$ cat config.mk
export PLATFORM = sky130hd
export DESIGN_NAME = fetch_unit
export DESIGN_NICKNAME = d
export VERILOG_FILES = /design/src/rtl/fetch_unit_pkg.sv /design/src/rtl/fetch_unit_fifo.sv /design/src/rtl/fetch_unit.sv
export SDC_FILE = /design/constraint.sdc
export NUM_CORES = 1
export LEC_CHECK = 0
export CAP_MARGIN = 10
export CORE_MARGIN = 3
export CORE_UTILIZATION = 40
export CTS_BUF_LIST = sky130_fd_sc_hd__clkbuf_4 sky130_fd_sc_hd__clkbuf_8
export CTS_CLUSTER_SIZE = 8
export DETAILED_ROUTE_END_ITERATION = 8
export SETUP_SLACK_MARGIN = 0.02
export SYNTH_ARGS = -nofsm -noshare
export SYNTH_HDL_FRONTEND = slang
export SYNTH_SLANG_ARGS = --single-unit
$ cat constraint.sdc
create_clock -name clk -period 5.93 [get_ports clk]
set_input_delay 1.186 -clock clk [delete_from_list [all_inputs] [get_ports clk]]
set_output_delay 1.186 -clock clk [all_outputs]
set_load 0.01 [all_outputs]
$ cat src/rtl/fetch_unit_pkg.sv
// Shared types, constants and helpers for the instruction-fetch stage.
// Instruction words are 32 bits wide; fetch addresses are 16-bit byte addresses.
package fetch_unit_pkg;
  localparam int PC_W   = 16;
  localparam int WORD_W = 32;

  typedef logic [PC_W-1:0]   pc_bus_t;
  typedef logic [WORD_W-1:0] word_bus_t;

  localparam pc_bus_t PC_STEP          = 16'd4;
  localparam pc_bus_t RESET_PC_DEFAULT = 16'h0000;

  typedef struct packed {
    pc_bus_t   pc;
    word_bus_t inst;
  } fetch_entry_t;

  function automatic pc_bus_t align_word(input pc_bus_t addr);
    return {addr[PC_W-1:2], 2'b00};
  endfunction

  function automatic int ring_next(input int ptr, input int depth);
    return (ptr == depth - 32'sd1) ? 32'sd0 : ptr + 32'sd1;
  endfunction
endpackage

$ cat src/rtl/fetch_unit_fifo.sv
// Instruction buffer: synchronous FIFO of {pc, inst} entries with flush.
// The head entry is read straight from storage, so decode outputs come from registers.
module fetch_fifo
  import fetch_unit_pkg::*;
#(
  parameter int DEPTH = 2,
  localparam int AW = (DEPTH > 1) ? $clog2(DEPTH) : 1,
  localparam int CW = $clog2(DEPTH + 1)
) (
  input  logic         clk,
  input  logic         rst,
  input  logic         flush,
  input  logic         push,
  input  logic         pop,
  input  fetch_entry_t wdata,
  output fetch_entry_t rdata,
  output logic         full,
  output logic         empty,
  output logic [CW-1:0] count
);
  fetch_entry_t  mem_r [DEPTH];
  logic [AW-1:0] wr_ptr_r;
  logic [AW-1:0] rd_ptr_r;
  logic [CW-1:0] count_r;
  logic          pop_s;

  assign pop_s = pop && !empty;
  assign rdata = mem_r[rd_ptr_r];
  assign full  = (count_r == CW'(DEPTH));
  assign empty = (count_r == '0);
  assign count = count_r;

  // Storage and pointers; a flush empties the queue but leaves stale words in place
  always_ff @(posedge clk) begin
    if (rst) begin
      wr_ptr_r <= '0;
      rd_ptr_r <= '0;
      count_r  <= '0;
      for (int i = 0; i < DEPTH; i++) begin
        mem_r[i] <= '0;
      end
    end else if (flush) begin
      wr_ptr_r <= '0;
      rd_ptr_r <= '0;
      count_r  <= '0;
    end else begin
      if (push) begin
        mem_r[wr_ptr_r] <= wdata;
        wr_ptr_r        <= AW'(ring_next(int'(wr_ptr_r), DEPTH));
      end
      if (pop_s) begin
        rd_ptr_r <= AW'(ring_next(int'(rd_ptr_r), DEPTH));
      end
      count_r <= count_r + CW'(push) - CW'(pop_s);
    end
  end
endmodule

$ cat src/rtl/fetch_unit.sv
// Instruction-fetch stage: owns the fetch PC, issues credit-limited word fetches,
// buffers in-order responses for decode and discards stale responses after a redirect.
module fetch_unit
  import fetch_unit_pkg::*;
#(
  parameter pc_bus_t RESET_PC = RESET_PC_DEFAULT,
  parameter int      DEPTH    = 2
) (
  input  logic      clk,
  input  logic      rst,
  input  logic      pc_sel_i,
  input  pc_bus_t   br_addr_i,
  output logic      imem_req_o,
  output pc_bus_t   imem_addr_o,
  input  logic      imem_gnt_i,
  input  logic      imem_rvalid_i,
  input  word_bus_t imem_rdata_i,
  output logic      id_valid_o,
  input  logic      id_ready_i,
  output pc_bus_t   id_pc_o,
  output word_bus_t id_inst_o
);
  localparam int AW = (DEPTH > 1) ? $clog2(DEPTH) : 1;
  localparam int CW = $clog2(DEPTH + 1);

  pc_bus_t       fetch_pc_r;
  logic [CW-1:0] outstanding_r;
  logic [CW-1:0] drop_cnt_r;
  pc_bus_t       shadow_r [DEPTH];
  logic [AW-1:0] sh_wr_r;
  logic [AW-1:0] sh_rd_r;

  logic [CW-1:0] outstanding_next_s;
  logic [CW-1:0] fifo_count_s;
  logic [CW:0]   credit_used_s;
  logic          grant_s;
  logic          rsp_s;
  logic          drop_s;
  logic          push_s;
  logic          pop_s;
  logic          fifo_full_s;
  logic          fifo_empty_s;
  fetch_entry_t  fifo_wdata_s;
  fetch_entry_t  fifo_rdata_s;

  assign grant_s    = imem_req_o && imem_gnt_i;
  // A response with nothing owed belongs to a fetch issued before reset
  assign rsp_s      = imem_rvalid_i && (outstanding_r != '0);
  assign drop_s     = (drop_cnt_r != '0);
  assign id_valid_o = !fifo_empty_s && !pc_sel_i;
  assign pop_s      = id_valid_o && id_ready_i;
  assign push_s     = rsp_s && !drop_s && !pc_sel_i && (!fifo_full_s || pop_s);

  // A pop in this cycle frees its slot immediately, so a drained buffer keeps streaming
  assign credit_used_s = {1'b0, outstanding_r} + {1'b0, fifo_count_s} - (CW+1)'(pop_s);
  assign imem_req_o    = !rst && (credit_used_s < (CW+1)'(DEPTH));
  assign imem_addr_o   = fetch_pc_r;

  assign outstanding_next_s = outstanding_r + CW'(grant_s) - CW'(rsp_s);

  assign fifo_wdata_s = '{pc: shadow_r[sh_rd_r], inst: imem_rdata_i};
  assign id_pc_o      = fifo_rdata_s.pc;
  assign id_inst_o    = fifo_rdata_s.inst;

  fetch_fifo #(.DEPTH(DEPTH)) u_fifo (
    .clk   (clk),
    .rst   (rst),
    .flush (pc_sel_i),
    .push  (push_s),
    .pop   (pop_s),
    .wdata (fifo_wdata_s),
    .rdata (fifo_rdata_s),
    .full  (fifo_full_s),
    .empty (fifo_empty_s),
    .count (fifo_count_s)
  );

  // Fetch PC, in-flight accounting, granted-address shadow queue and drop count
  always_ff @(posedge clk) begin
    if (rst) begin
      fetch_pc_r    <= RESET_PC;
      outstanding_r <= '0;
      drop_cnt_r    <= '0;
      sh_wr_r       <= '0;
      sh_rd_r       <= '0;
      for (int i = 0; i < DEPTH; i++) begin
        shadow_r[i] <= '0;
      end
    end else begin
      outstanding_r <= outstanding_next_s;
      if (grant_s) begin
        shadow_r[sh_wr_r] <= fetch_pc_r;
        sh_wr_r           <= AW'(ring_next(int'(sh_wr_r), DEPTH));
      end
      if (rsp_s) begin
        sh_rd_r <= AW'(ring_next(int'(sh_rd_r), DEPTH));
      end
      // Every response still owed after a redirect is stale, including pending drops
      if (pc_sel_i) begin
        fetch_pc_r <= align_word(br_addr_i);
        drop_cnt_r <= outstanding_next_s;
      end else begin
        if (grant_s) begin
          fetch_pc_r <= fetch_pc_r + PC_STEP;
        end
        if (rsp_s && drop_s) begin
          drop_cnt_r <= drop_cnt_r - CW'(1);
        end
      end
    end
  end
endmodule

==> flow_summary.json, run 1 <==
{
  "grtUsageTotal_pct": 15.7,
  "cpLargestDelayFamily": "buffers and inverters",
  "cp_slowest_cell": "clkdlybuf4s50_1",
  "antenna_found_initial": 0,
  "worstMarginPinSlew_ns": 1.17,
  "nFillCells": 1404,
  "status": "finished clean",
  "seq_power_share_pct": 48.1,
  "finalClockSkew_ns": 0.00665,
  "synth_area_leaders": "edfxtp_1 55%, and2_1 8.0%, dfxtp_1 7.9%, mux2_2 7.9%, nor2_1 2.8%",
  "instances_no_fill": 843,
  "die_x_um": 134,
  "worst-path-buf-inv": 2,
  "areaGrowthSynthToFinish_pct": 27.6,
  "first_iter_violations": 203,
  "postCtsSetupBuffers": 0,
  "max_cap_viol_count": 0,
  "async_flop_share_pct": 0,
  "worst_setup_path_start_kind": "input pin",
  "placedInstanceArea_um2": 7930,
  "combPwrFrac_pct": 18.4,
  "critical_path_required_ns": 4.74,
  "intPower_mw": 1.98,
  "vdd_drop_max_mv": 0.152,
  "io_pins": 120,
  "start_util_pct": 41.1,
  "synth-seq-cells": 146,
  "power_density_nw_per_um2": 318,
  "crit_chain": "clkdlybuf4s50_1 -> nor3b_1 -> ha_1 -> nand2b_1 -> fa_1 -> xor2_2 -> nand2_1 -> nor2_1 -> clkdlybuf4s50_1",
  "num_rows": 46,
  "antenna_violating_nets_post_route": 0,
  "dp_cells": 811,
  "fin_area_um2": 8390,
  "yosysWarnings": 0,
  "dp_hpwl_um": 9060,
  "grt_pass1_wl_um": 22200,
  "relSlewSlack_pct": 21.9,
  "gp_congestion": 0.815,
  "period_needed_ns": 5.01,
  "netSwitchingPower_uw": 687,
  "cts_tree": "done",
  "syn_area_per_cell_um2": 13.1,
  "setup-tns-final_ns": 0,
  "layout-drive-gt1-share_pct": 15.9,
  "ys_seq_area_share_pct": 62.7,
  "postCtsResizedCells": 0,
  "wl_per_cell_um": 16.3,
  "cellLeakagePower_nw": 3.08,
  "finalSetupViolCount": 0,
  "cts.sinks": 146,
  "timing.fmax_mhz": 199,
  "netlist.area_leader.share_pct": 54.8,
  "cts_root_buf": "clkbuf_8",
  "power_mw": 2.67,
  "portBuffers": 113,
  "ys_types": 50,
  "clkTransAtPathRegs_ns": 0.08,
  "critPathMaxStageDelay_ns": 0.55,
  "synth_top_area_cell": "edfxtp_1",
  "multiInputGateArea_um2": 2290,
  "core_um2": 16000,
  "die_area_um2": 18000,
  "clkLatencyLatePin_ns": 0.44,
  "totalWireLength_um": 13700,
  "setup.worst_path.class": "in -> out",
  "cts_hold_buf": 0,
  "netSwitchingFraction_pct": 25.8,
  "netlist_top_cells_count": "120 x edfxtp_1, 84 x and2_1, 49 x nor2_1",
  "cts.path.max_buffers": 2,
  "cpMostUsedCell": "clkdlybuf4s50_1",
  "first_pass_iters": 4,
  "synth_area_um2": 6580,
  "cts_made_buffers": 17,
  "rsz0062_at_grt": "no",
  "endpoint_kind": "output pin",
  "regArea_um2": 4130,
  "vias_per_cell": 4.92,
  "p_clk_share_pct": 33.5,
  "arrival_ns": 3.83,
  "maxSlewViolCount": 0,
  "drc": 0,
  "grt_max_degree": 47,
  "htreeDepth": 4,
  "crit_fanout": 9,
  "synth_ff_type": "edfxtp_1",
  "nets": 677,
  "final_core_util_pct": 52.5,
  "grt_pass1_vias": 4265,
  "num_antenna_cells": 0,
  "hold_viol": 0,
  "syn_inst": 503,
  "dieHeight_um": 134,
  "num_vias": 4144,
  "hold_class": "reg -> reg",
  "synth_edf_count": 120,
  "synth_most_common_cell": "edfxtp_1",
  "grt-ovfl-total": 0,
  "fin_crit_sh_pct": 84.5
}
## cells by family (layout without fill, tap and decap cells)
| logic type | after synthesis | count (layout) | synth area share [%] |
|---|---|---|---|
| muxes | 60 | 60 | 10.0 |
| other | 1 | 4 | 0.0570 |
| AOI/OAI and AO/OA | 32 | 32 | 3.52 |
| xor gates and xnor gates | 17 | 17 | 2.38 |
| adders and majority gates | 9 | 9 | 1.83 |
| DFF | 146 | 146 | 62.7 |
| and+or+nand+nor | 193 | 193 | 16.5 |
| buffers and inverters | 45 | 166 | 3.02 |
## metrics by stage
stage          hold slack, ns  setup slack, ns
3_3_place_gp            0.488            0.963
2_1_floorplan           0.472             1.41
5_1_grt                 0.570            0.740
3_5_place_dp            0.504            0.923
6_report                0.517            0.917
4_1_cts                 0.524            0.892
## metal layers
metal,global-route usage [%],part of all wire [%],vias to the layer above
li1,-,-,2026
met1,20.7,46,1990
met2,25.3,47,111
met3,3.94,5.3,17
met4,5.54,1.7,0
met5,0,0,-
## registers in the layout, summed over array words and instances, names as in the netlist, 2 cells and up, named ones only
name	cells
u_fifo.count	2
drop_cnt_r	2
outstanding_r	2
shadow_r	28
u_fifo.mem_r	92
imem_addr_o	14
## final cells by class
class / instances / share of cell area, %
Clock inverter: 13 / 2.49
Sequential cell: 146 / 49.2
Inverter: 13 / 0.641
Clock buffer: 19 / 3.04
Timing Repair Buffer: 121 / 14.2
Multi-Input combinational cell: 315 / 27.3
Tap cell: 216 / 3.22
## placed cells by master (no fill, tap or decap), types with 7 or more instances in the layout
master,count
and2_1,84
and3_1,10
buf_4,8
clkbuf_8,18
clkdlybuf4s50_1,113
dfxtp_1,25
edfxtp_1,120
ha_1,8
inv_1,11
mux2_2,46
mux2i_1,14
nand2_1,8
nand4_1,7
nor2_1,49
xnor2_1,8
xor2_1,8
## power by group through the flow
stage | Combinational, mW | Clock [mW] | Sequential [mW]
after floorplan | 0.316 | 0 | 1.28
after global placement | 0.488 | 0 | 1.30
after detailed placement | 0.495 | 0 | 1.31
after CTS | 0.498 | 0.911 | 1.29
after global routing | 0.544 | 0.949 | 1.30
final | 0.490 | 0.894 | 1.28
## path summary, 6_finish.rpt
check | from | end | slack (ns) | depth (start not counted)
max | id_ready_i | imem_req_o | 0.92 | 9
min | sh_rd_r | sh_rd_r | 0.52 | 2
max reg2reg | u_fifo.count[1] | shadow_r[0][3] | 2.28 | 11
min reg2reg | sh_rd_r | sh_rd_r | 0.52 | 2
## worst register-to-register path: stages, from the launching register on
cell and delay, ns:
dfxtp_1 0.36, nor2_1 0.08, nor3b_1 0.21, ha_1 0.26, nand2b_1 0.15, fa_1 0.58, and3b_1 0.24, and2_1 0.14
buf_4 0.23, inv_6 0.07, nor2_1 0.55, or2_2 0.44
No activity file was read; power rests on OpenSTA's default activity.
==> run 2: changes to the inputs <==
clock period = 4.7 ns   (was 5.93 ns; I/O delays follow)
==> run 2 against run 1 <==
Effect of this change:
- routed wire length fell by 0.28%
- utilization is 0.13 points higher
- combinational power is 29% higher
- non-clock buffer count grew 2
- count of clock-buffer cells in the layout unchanged
- hold slack got worse by 0.0067 ns
- total power grew 26%
- critical path depth unchanged
- register-to-register slack lost 0.98 ns
- first-iteration DRC count up 25%
- sequential share of layout area decreased by 0.12 points
- sequential cell count unchanged
==> flow_summary.json, run 2 (synthesis results as in run 1) <==
{
  "nFillCells": 1400,
  "power_mw": 3.36,
  "largest_reg_flops": 92,
  "dp_hpwl_um": 9040,
  "endpoint_kind": "output pin",
  "die_area_um2": 18000,
  "totalWireLength_um": 13700,
  "rsz0062_at_grt": "no",
  "hold_viol": 0,
  "fin_crit_sh_pct": 91.4,
  "instances_no_fill": 845,
  "fin_ws_ns": 0.404,
  "setup-tns-final_ns": 0,
  "final_core_util_pct": 52.6,
  "dieHeight_um": 134,
  "hold_class": "reg -> reg",
  "core_um2": 16000,
  "io_pins": 120,
  "period_needed_ns": 4.30,
  "fin_area_um2": 8410,
  "portBuffers": 113,
  "finalSetupViolCount": 0,
  "reg2reg_depth": 15,
  "grt_max_degree": 47,
  "antenna_found_initial": 0,
  "areaGrowthSynthToFinish_pct": 27.9,
  "max_cap_viol_count": 0,
  "cts_made_buffers": 17,
  "drc": 0,
  "num_rows": 46,
  "grt_pass1_vias": 4359,
  "timing.rr.start": "u_fifo.count[1]",
  "arrival_ns": 3.36,
  "placedInstanceArea_um2": 7960,
  "antenna_violating_nets_post_route": 0,
  "mostFrequentLayoutCell": "edfxtp_1",
  "worstMarginPinSlew_ns": 0.812,
  "grt_pass1_wl_um": 22100,
  "cts_hold_buf": 0,
  "critical_path_required_ns": 3.76,
  "grt-ovfl-total": 0,
  "regMostFlops": "u_fifo.mem_r",
  "nets": 679,
  "timing.fmax_mhz": 233,
  "die_x_um": 134,
  "layout-drive-gt1-share_pct": 16.1,
  "cp-endpoint": "imem_req_o",
  "gp_congestion": 0.796,
  "vdd_drop_max_mv": 0.205,
  "reg2reg_to": "drop_cnt_r[1]",
  "holdWs_ns": 0.510,
  "setup.worst_path.class": "in -> out",
  "maxSlewViolCount": 0,
  "worstSetupStartpoint": "id_ready_i",
  "cts_root_buf": "clkbuf_8",
  "pre_cts_slack_ns": 0.241,
  "relSlewSlack_pct": 45.8,
  "first_pass_iters": 5,
  "num_vias": 4165,
  "status": "finished clean",
  "cts.path.max_buffers": 2,
  "cts.sinks": 146,
  "num_antenna_cells": 0,
  "cts_tree": "done",
  "first_iter_violations": 253,
  "cellLeakagePower_nw": 3.09,
  "power_density_nw_per_um2": 400,
  "vias_per_cell": 4.93,
  "finalClockSkew_ns": 0.00892,
  "wl_per_cell_um": 16.2,
  "postCtsSetupBuffers": 0,
  "clkTransAtPathRegs_ns": 0.08,
  "grtUsageTotal_pct": 15.6,
  "layout_common_cells": "120 x edfxtp_1, 113 x clkdlybuf4s50_1, 84 x and2_1, 49 x nor2_1, 46 x mux2_2",
  "clkLatencyLatePin_ns": 0.44,
  "htreeDepth": 4,
  "crit_fanout": 3,
  "dp_cells": 813,
  "worst_setup_path_start_kind": "input pin",
  "postCtsResizedCells": 0,
  "reg2reg_slack_ns": 1.30,
  "start_util_pct": 41.1
}
[run 2: changes by cell type in the layout (fill, tap and decap cells not counted)]
cell,change
clkinv_2,-1
inv_6,+1
buf_4,+1
clkinvlp_4,-1
buf_12,+1
clkbuf_8,-1
clkinv_1,+1
clkbuf_4,+1
[run 2: power breakdown]
part | internal, mW | leakage, nW | switching (mW)
sequential | 1.54 | 1.46 | 0.0790
clock | 0.644 | 0.225 | 0.469
combinational | 0.319 | 1.41 | 0.313
total | 2.50 | 3.09 | 0.861
[run 2: area by class of cell]
class	instances	area (µm²)	area share [%]
inverter	13	53.8	0.639
timing repair buffer	123	1220	14.5
multi-input combinational	315	2290	27.2
clock inverter	13	209	2.48
sequential	146	4130	49.0
clock buffer	19	249	2.96
tap	216	270	3.21
[run 2: worst min path at each step]
stage	startpoint	endpoint	slack, ns	cells past startpoint
after floorplan	sh_rd_r	flop	0.47	2
after global placement	sh_rd_r	flop	0.49	2
after detailed placement	sh_rd_r	flop	0.49	2
after CTS	sh_rd_r	flop	0.51	2
after global routing	sh_rd_r	flop	0.54	2
final	sh_rd_r	flop	0.51	2
[run 2: routing by layer]
metal  vias up  share of wire, %  track usage (%)
met5         -                 0                0
met4         0               2.5             6.56
met3        27               5.4             3.94
met2       133                46             25.5
met1      1982                46             20.0
li1       2023                 -                -
[run 2: critical path, cell delays in order]
cell and delay, ns:
clkdlybuf4s50_1 0.49, nor3b_1 0.22, ha_1 0.26, nand2b_1 0.15, fa_1 0.41, xor2_2 0.18, nand2_1 0.07, nor2_1 0.10
clkdlybuf4s50_1 0.55
